### config.mk
export PLATFORM = sky130hd
export DESIGN_NAME = prog_mem_refill
export DESIGN_NICKNAME = d
export VERILOG_FILES = /design/src/rtl/prog_mem_refill.sv
export SDC_FILE = /design/constraint.sdc
export NUM_CORES = 1
export LEC_CHECK = 0
export CORE_AREA = 2 2 229 231
export CTS_CLUSTER_SIZE = 10
export DETAILED_ROUTE_END_ITERATION = 8
export DIE_AREA = 0 0 231 233
export SYNTH_ARGS = -nofsm -noshare
export SYNTH_HDL_FRONTEND = slang
export SYNTH_SLANG_ARGS = --single-unit
### constraint.sdc
create_clock -name clk_i -period 11.7 [get_ports clk_i]
set_input_delay 2.34 -clock clk_i [delete_from_list [all_inputs] [get_ports clk_i]]
set_output_delay 2.34 -clock clk_i [all_outputs]
set_load 0.05 [all_outputs]
### src/rtl/prog_mem_refill.sv
// Instruction-cache refill adapter: one line miss becomes one AXI4 INCR read burst,
// and the returned beats are assembled into a line with a sticky bus-error flag.
package prog_mem_refill_pkg;
    localparam int unsigned AddrW = 32;
    localparam int unsigned DataW = 64;
    localparam int unsigned IdW   = 2;
    localparam int unsigned UserW = 1;

    typedef struct packed {
        logic [IdW-1:0]   id;
        logic [AddrW-1:0] addr;
        logic [7:0]       len;
        logic [2:0]       size;
        logic [1:0]       burst;
        logic             lock;
        logic [3:0]       cache;
        logic [2:0]       prot;
        logic [3:0]       qos;
        logic [3:0]       region;
        logic [UserW-1:0] user;
    } ax_chan_t;

    typedef struct packed {
        logic [DataW-1:0]   data;
        logic [DataW/8-1:0] strb;
        logic               last;
        logic [UserW-1:0]   user;
    } w_chan_t;

    typedef struct packed {
        logic [IdW-1:0]   id;
        logic [1:0]       resp;
        logic [UserW-1:0] user;
    } b_chan_t;

    typedef struct packed {
        logic [IdW-1:0]   id;
        logic [DataW-1:0] data;
        logic [1:0]       resp;
        logic             last;
        logic [UserW-1:0] user;
    } r_chan_t;

    typedef struct packed {
        ax_chan_t aw;
        logic     aw_valid;
        w_chan_t  w;
        logic     w_valid;
        logic     b_ready;
        ax_chan_t ar;
        logic     ar_valid;
        logic     r_ready;
    } axi_req_t;

    typedef struct packed {
        logic    aw_ready;
        logic    ar_ready;
        logic    w_ready;
        logic    b_valid;
        b_chan_t b;
        logic    r_valid;
        r_chan_t r;
    } axi_resp_t;
endpackage

module prog_mem_refill #(
    parameter int unsigned        AddrWidth = 32,
    parameter int unsigned        DataWidth = 64,
    parameter int unsigned        IdWidth   = 2,
    parameter int unsigned        UserWidth = 1,
    parameter int unsigned        LineWidth = 256,
    parameter logic [IdWidth-1:0] AxiId     = '0,
    parameter type                req_t     = prog_mem_refill_pkg::axi_req_t,
    parameter type                resp_t    = prog_mem_refill_pkg::axi_resp_t
) (
    input  logic                 clk_i,
    input  logic                 rst_i,
    input  logic                 refill_req_valid_i,
    output logic                 refill_req_ready_o,
    input  logic [AddrWidth-1:0] refill_req_addr_i,
    output logic                 refill_rsp_valid_o,
    input  logic                 refill_rsp_ready_i,
    output logic [LineWidth-1:0] refill_rsp_data_o,
    output logic                 refill_rsp_error_o,
    output req_t                 axi_req_o,
    input  resp_t                axi_resp_i
);
    localparam int unsigned Beats = LineWidth / DataWidth;
    localparam int unsigned CntW  = (Beats > 1) ? $clog2(Beats) : 1;
    localparam int unsigned OffW  = $clog2(LineWidth / 8);
    localparam logic [CntW-1:0]      LastBeat  = CntW'(Beats - 1);
    localparam logic [AddrWidth-1:0] AlignMask = ~((AddrWidth'(1) << OffW) - AddrWidth'(1));
    localparam logic [UserWidth-1:0] ArUser    = '0;

    typedef enum logic [1:0] {IDLE, AR, R, RSP} state_e;

    state_e                 state_q, state_d;
    logic [AddrWidth-1:0]   addr_q;
    logic [CntW-1:0]        cnt_q;
    logic [LineWidth-1:0]   line_q;
    logic                   err_q;
    logic                   ar_valid, r_ready;

    always_ff @(posedge clk_i or posedge rst_i) begin
        if (rst_i) state_q <= IDLE;
        else       state_q <= state_d;
    end

    // Handshake outputs are pure state decodes; only next-state looks at inputs.
    always_comb begin
        state_d            = state_q;
        refill_req_ready_o = 1'b0;
        refill_rsp_valid_o = 1'b0;
        ar_valid           = 1'b0;
        r_ready            = 1'b0;
        unique case (state_q)
            IDLE: begin
                refill_req_ready_o = 1'b1;
                if (refill_req_valid_i) state_d = AR;
            end
            AR: begin
                ar_valid = 1'b1;
                if (axi_resp_i.ar_ready) state_d = R;
            end
            R: begin
                r_ready = 1'b1;
                if (axi_resp_i.r_valid && cnt_q == LastBeat) state_d = RSP;
            end
            RSP: begin
                refill_rsp_valid_o = 1'b1;
                if (refill_rsp_ready_i) state_d = IDLE;
            end
            default: state_d = IDLE;
        endcase
    end

    always_comb begin
        axi_req_o          = '0;
        axi_req_o.ar.id    = AxiId;
        axi_req_o.ar.addr  = addr_q;
        axi_req_o.ar.len   = 8'(Beats - 1);
        axi_req_o.ar.size  = 3'($clog2(DataWidth / 8));
        axi_req_o.ar.burst = 2'b01;
        axi_req_o.ar.user  = ArUser;
        axi_req_o.ar_valid = ar_valid;
        axi_req_o.r_ready  = r_ready;
    end

    // Completion follows the beat count; a misplaced r.last only raises the error flag.
    always_ff @(posedge clk_i or posedge rst_i) begin
        if (rst_i) begin
            addr_q <= '0;
            cnt_q  <= '0;
            line_q <= '0;
            err_q  <= 1'b0;
        end else begin
            unique case (state_q)
                IDLE: if (refill_req_valid_i) begin
                    addr_q <= refill_req_addr_i & AlignMask;
                    err_q  <= 1'b0;
                end
                AR: if (axi_resp_i.ar_ready) cnt_q <= '0;
                R: if (axi_resp_i.r_valid) begin
                    line_q[cnt_q*DataWidth +: DataWidth] <= axi_resp_i.r.data;
                    cnt_q <= cnt_q + 1'b1;
                    if (axi_resp_i.r.resp[1] || (axi_resp_i.r.last != (cnt_q == LastBeat)))
                        err_q <= 1'b1;
                end
                default: ;
            endcase
        end
    end

    assign refill_rsp_data_o  = line_q;
    assign refill_rsp_error_o = err_q;

    logic unused_resp;
    assign unused_resp = ^axi_resp_i;
endmodule

==> impl_metrics.csv <==
group,metric,value,unit
power_and_ir_drop,finalPower,4.016,mW
power_and_ir_drop,leakagePower,7.622,nW
global_routing,grt.total_usage,0.1310,
power_and_ir_drop,netSwitchingFraction,0.4140,
logic_synthesis,syn_area_per_cell,13.72,µm²
route,vias,8264,
timing,setup_violations,0,
timing,tightest_slew,1162,ps
clocking,cts_tree,"built",
flow_run,drv_cap,0,
placed_design,pre_cts_ws,6265,ps
die,initial_core_util,0.2329,
clocking,cts_sinks,288,
logic_synthesis,yosys.area.top_type,"dfrtp_1",
power_and_ir_drop,p_int,2.353,mW
setup_path,worstSetupEndpointType,"register",
timing,finalHoldViolCount,0,
status,outcome,"complete, no violations",
clocking,post_cts_buffers,0,
die,core,51090,µm²
timing,fin_hold_ws,497.2,ps
logic_synthesis,synth_area,11900,µm²
global_routing,grt_max_degree,80,
die,row_count,83,
clocking,clock_latency,520,ps
placed_design,gp_congestion,0.7554,
final_layout,final_common_cell,"clkdlybuf4s50_1",
route,wl_per_cell,18.95,µm
timing,fin_skew,12.69,ps
setup_path,cp_cell_sequence,"clkdlybuf4s50_1 > nand3_4 > nor4b_2 > buf_4 > a22o_1",
logic_synthesis,synth_ff_type,"dfrtp_1",
global_routing,grt_pass1_vias,8341,
route,final_antenna_net_count,0,
power_and_ir_drop,power_switching,1.663,mW
timing,setup_ws,6865,ps
route,drt-initial-drc-count,372,
power_and_ir_drop,seqPwrFrac,0.326,
clocking,htree_levels,2,
power_and_ir_drop,power_density,239.2,nW/µm²
timing,rsz0062_at_grt,"false",
logic_synthesis,synth-seq-cells,288,
route,via_per_inst,4.275,
logic_synthesis,synth-edff-count,0,
die,die_y,233,µm
route,drt_wl_total,36640,µm
clocking,clockBufferDepth,3,
route,drcViolationCount,0,
timing,min_period_over_period,0.4133,
logic_synthesis,synth_top_cell_area_share,0.6057,
final_layout,areaGrowthSynthToFinish,41.08,%
timing,maxSlewHeadroom,0.2234,
global_routing,overflow,0,
power_and_ir_drop,power.share.clock,0.251,
final_layout,final_cell_mix,"clkdlybuf4s50_1 (386), dfrtp_1 (288), a22o_1 (255), conb_1 (178), clkbuf_16 (37)",
logic_synthesis,synth_area_leaders,"dfrtp_1 (61%), a22o_1 (19%), buf_4 (11%), mux2_2 (2.6%), ha_1 (1.2%)",
placed_design,port_buffers,386,
logic_synthesis,syn_inst,867,
clocking,cts-resized-gates,0,
setup_path,worst_ep_required_time,12150,ps
setup_path,worstSetupPathType,"in2reg",
timing,min_period,4835,ps
logic_synthesis,yosysWarningCount,0,
die,die_x,231,µm
logic_synthesis,synth_cell_types,33,
setup_path,critical_path.slowest_cell,"nand3_4",
power_and_ir_drop,ir_worst_vdd,0.0001556,V
logic_synthesis,synth-async-reset-ratio,1.000,
placed_design,dp_hpwl,23320,µm
global_routing,antenna_found_initial,0,
final_layout,stdcell_count,1933,
setup_path,arrival,5280,ps
route,drt_pre_antenna_iters,4,
die,die_area,53820,µm²
timing,setup_tns,0,ps
clocking,ctsHoldBuffers,0,
setup_path,critPathMaxStageDelay,850,ps
timing,slew_viol_final,0,
global_routing,grt_pass1_wl,53720,µm
clocking,cts_root_buf,"clkbuf_16",
final_layout,post-route-util,0.3286,
clocking,clk_pin_slew,50,ps
min_path,hold_path.class,"reg2reg",
logic_synthesis,synth_seq_area_share,0.6057,
setup_path,crit_path_start_kind,"input port",
placed_design,place_inst,1885,
timing,clock.fmax,206.8,MHz
clocking,numCtsBuffers,36,
setup_path,crit_fanout,65,
final_layout,layout-drive-gt1-share,0.07588,
die,ios,582,
final_layout,fin_area,16790,µm²
final_layout,nNetsFinal,1370,
power_and_ir_drop,combPwrFrac,0.423,
placed_design,placed_cell_area,15770,µm²
==> final timing paths <==
kind,from,to,slack [ps],cells past startpoint
setup / recovery,axi_resp_i[70],refill_rsp_data_o[27],6860,5
hold / removal,refill_rsp_data_o[125],refill_rsp_data_o[125],500,1
setup reg to reg,state_q[0],refill_rsp_data_o[27],8440,6
hold reg to reg,refill_rsp_data_o[125],refill_rsp_data_o[125],500,1
max in group asynchronous,rst_i,refill_rsp_data_o[214],7230,4
min in group asynchronous,rst_i,refill_rsp_data_o[250],2270,2
==> per-layer routing <==
metal / up-vias / global-route usage / part of all wire
met4: 0 / 0.03488 / 0.018
met2: 355 / 0.2222 / 0.50
met5: - / 0 / 0
li1: 3577 / - / -
met1: 4291 / 0.1595 / 0.40
met3: 41 / 0.04228 / 0.081
==> Yosys cell counts (all sizes together) (3+ instances only) <==
library cell,instances
nor4,3
nand2,4
dfrtp,288
inv,8
clkbuf,28
mux2,28
a22o,255
ha,11
nand2b,3
nor3,3
nand3,4
buf,209
nor2b,3
==> kinds of logic (layout without fill, tap and decap cells) <==
logic type                 after synthesis  in the layout  share of synthesized area
and+or+nand+nor                         26             26                    0.01567
DFF                                    288            288                     0.6057
buffers and inverters                  245            454                     0.1434
adders and majority gates               11             11                    0.01157
other                                    2            179                  0.0006312
xor gates and xnor gates                 1              1                  0.0007362
muxes                                   30             30                    0.02818
AOI/OAI and AO/OA                      264            264                     0.1941
==> power by group through the flow <==
stage	registers (mW)	logic [mW]	clock network [mW]
2_1_floorplan	1.98	0.526	0
3_3_place_gp	1.32	1.70	0
3_5_place_dp	1.32	1.71	0
4_1_cts	1.31	1.71	1.05
5_1_grt	1.33	1.77	1.09
6_report	1.31	1.70	1.01
==> registers in the layout, summed over array words and instances, names as in the netlist <==
signal / cells
addr_q: 27
refill_rsp_error_o: 1
refill_rsp_data_o: 256
cnt_q: 2
state_q: 2
==> worst max-delay path, delay by kind of cell <==
kind,cells,cell delay [ps]
AOI/OAI and AO/OA,1,220
buffers and inverters,2,1290
and+or+nand+nor,2,1380
==> final cells by class <==
cell class / instances / area [µm²]
clock inverters: 5 / 75.07
clock buffers: 42 / 944.7
multi-input cells: 510 / 3709
fillers: 5089 / 34310
inverters: 8 / 37.54
diodes: 1 / 2.502
well taps: 680 / 850.8
repair buffers: 399 / 3961
flip-flops and latches: 288 / 7207
Note: power is estimated with default switching activity, not from simulation.
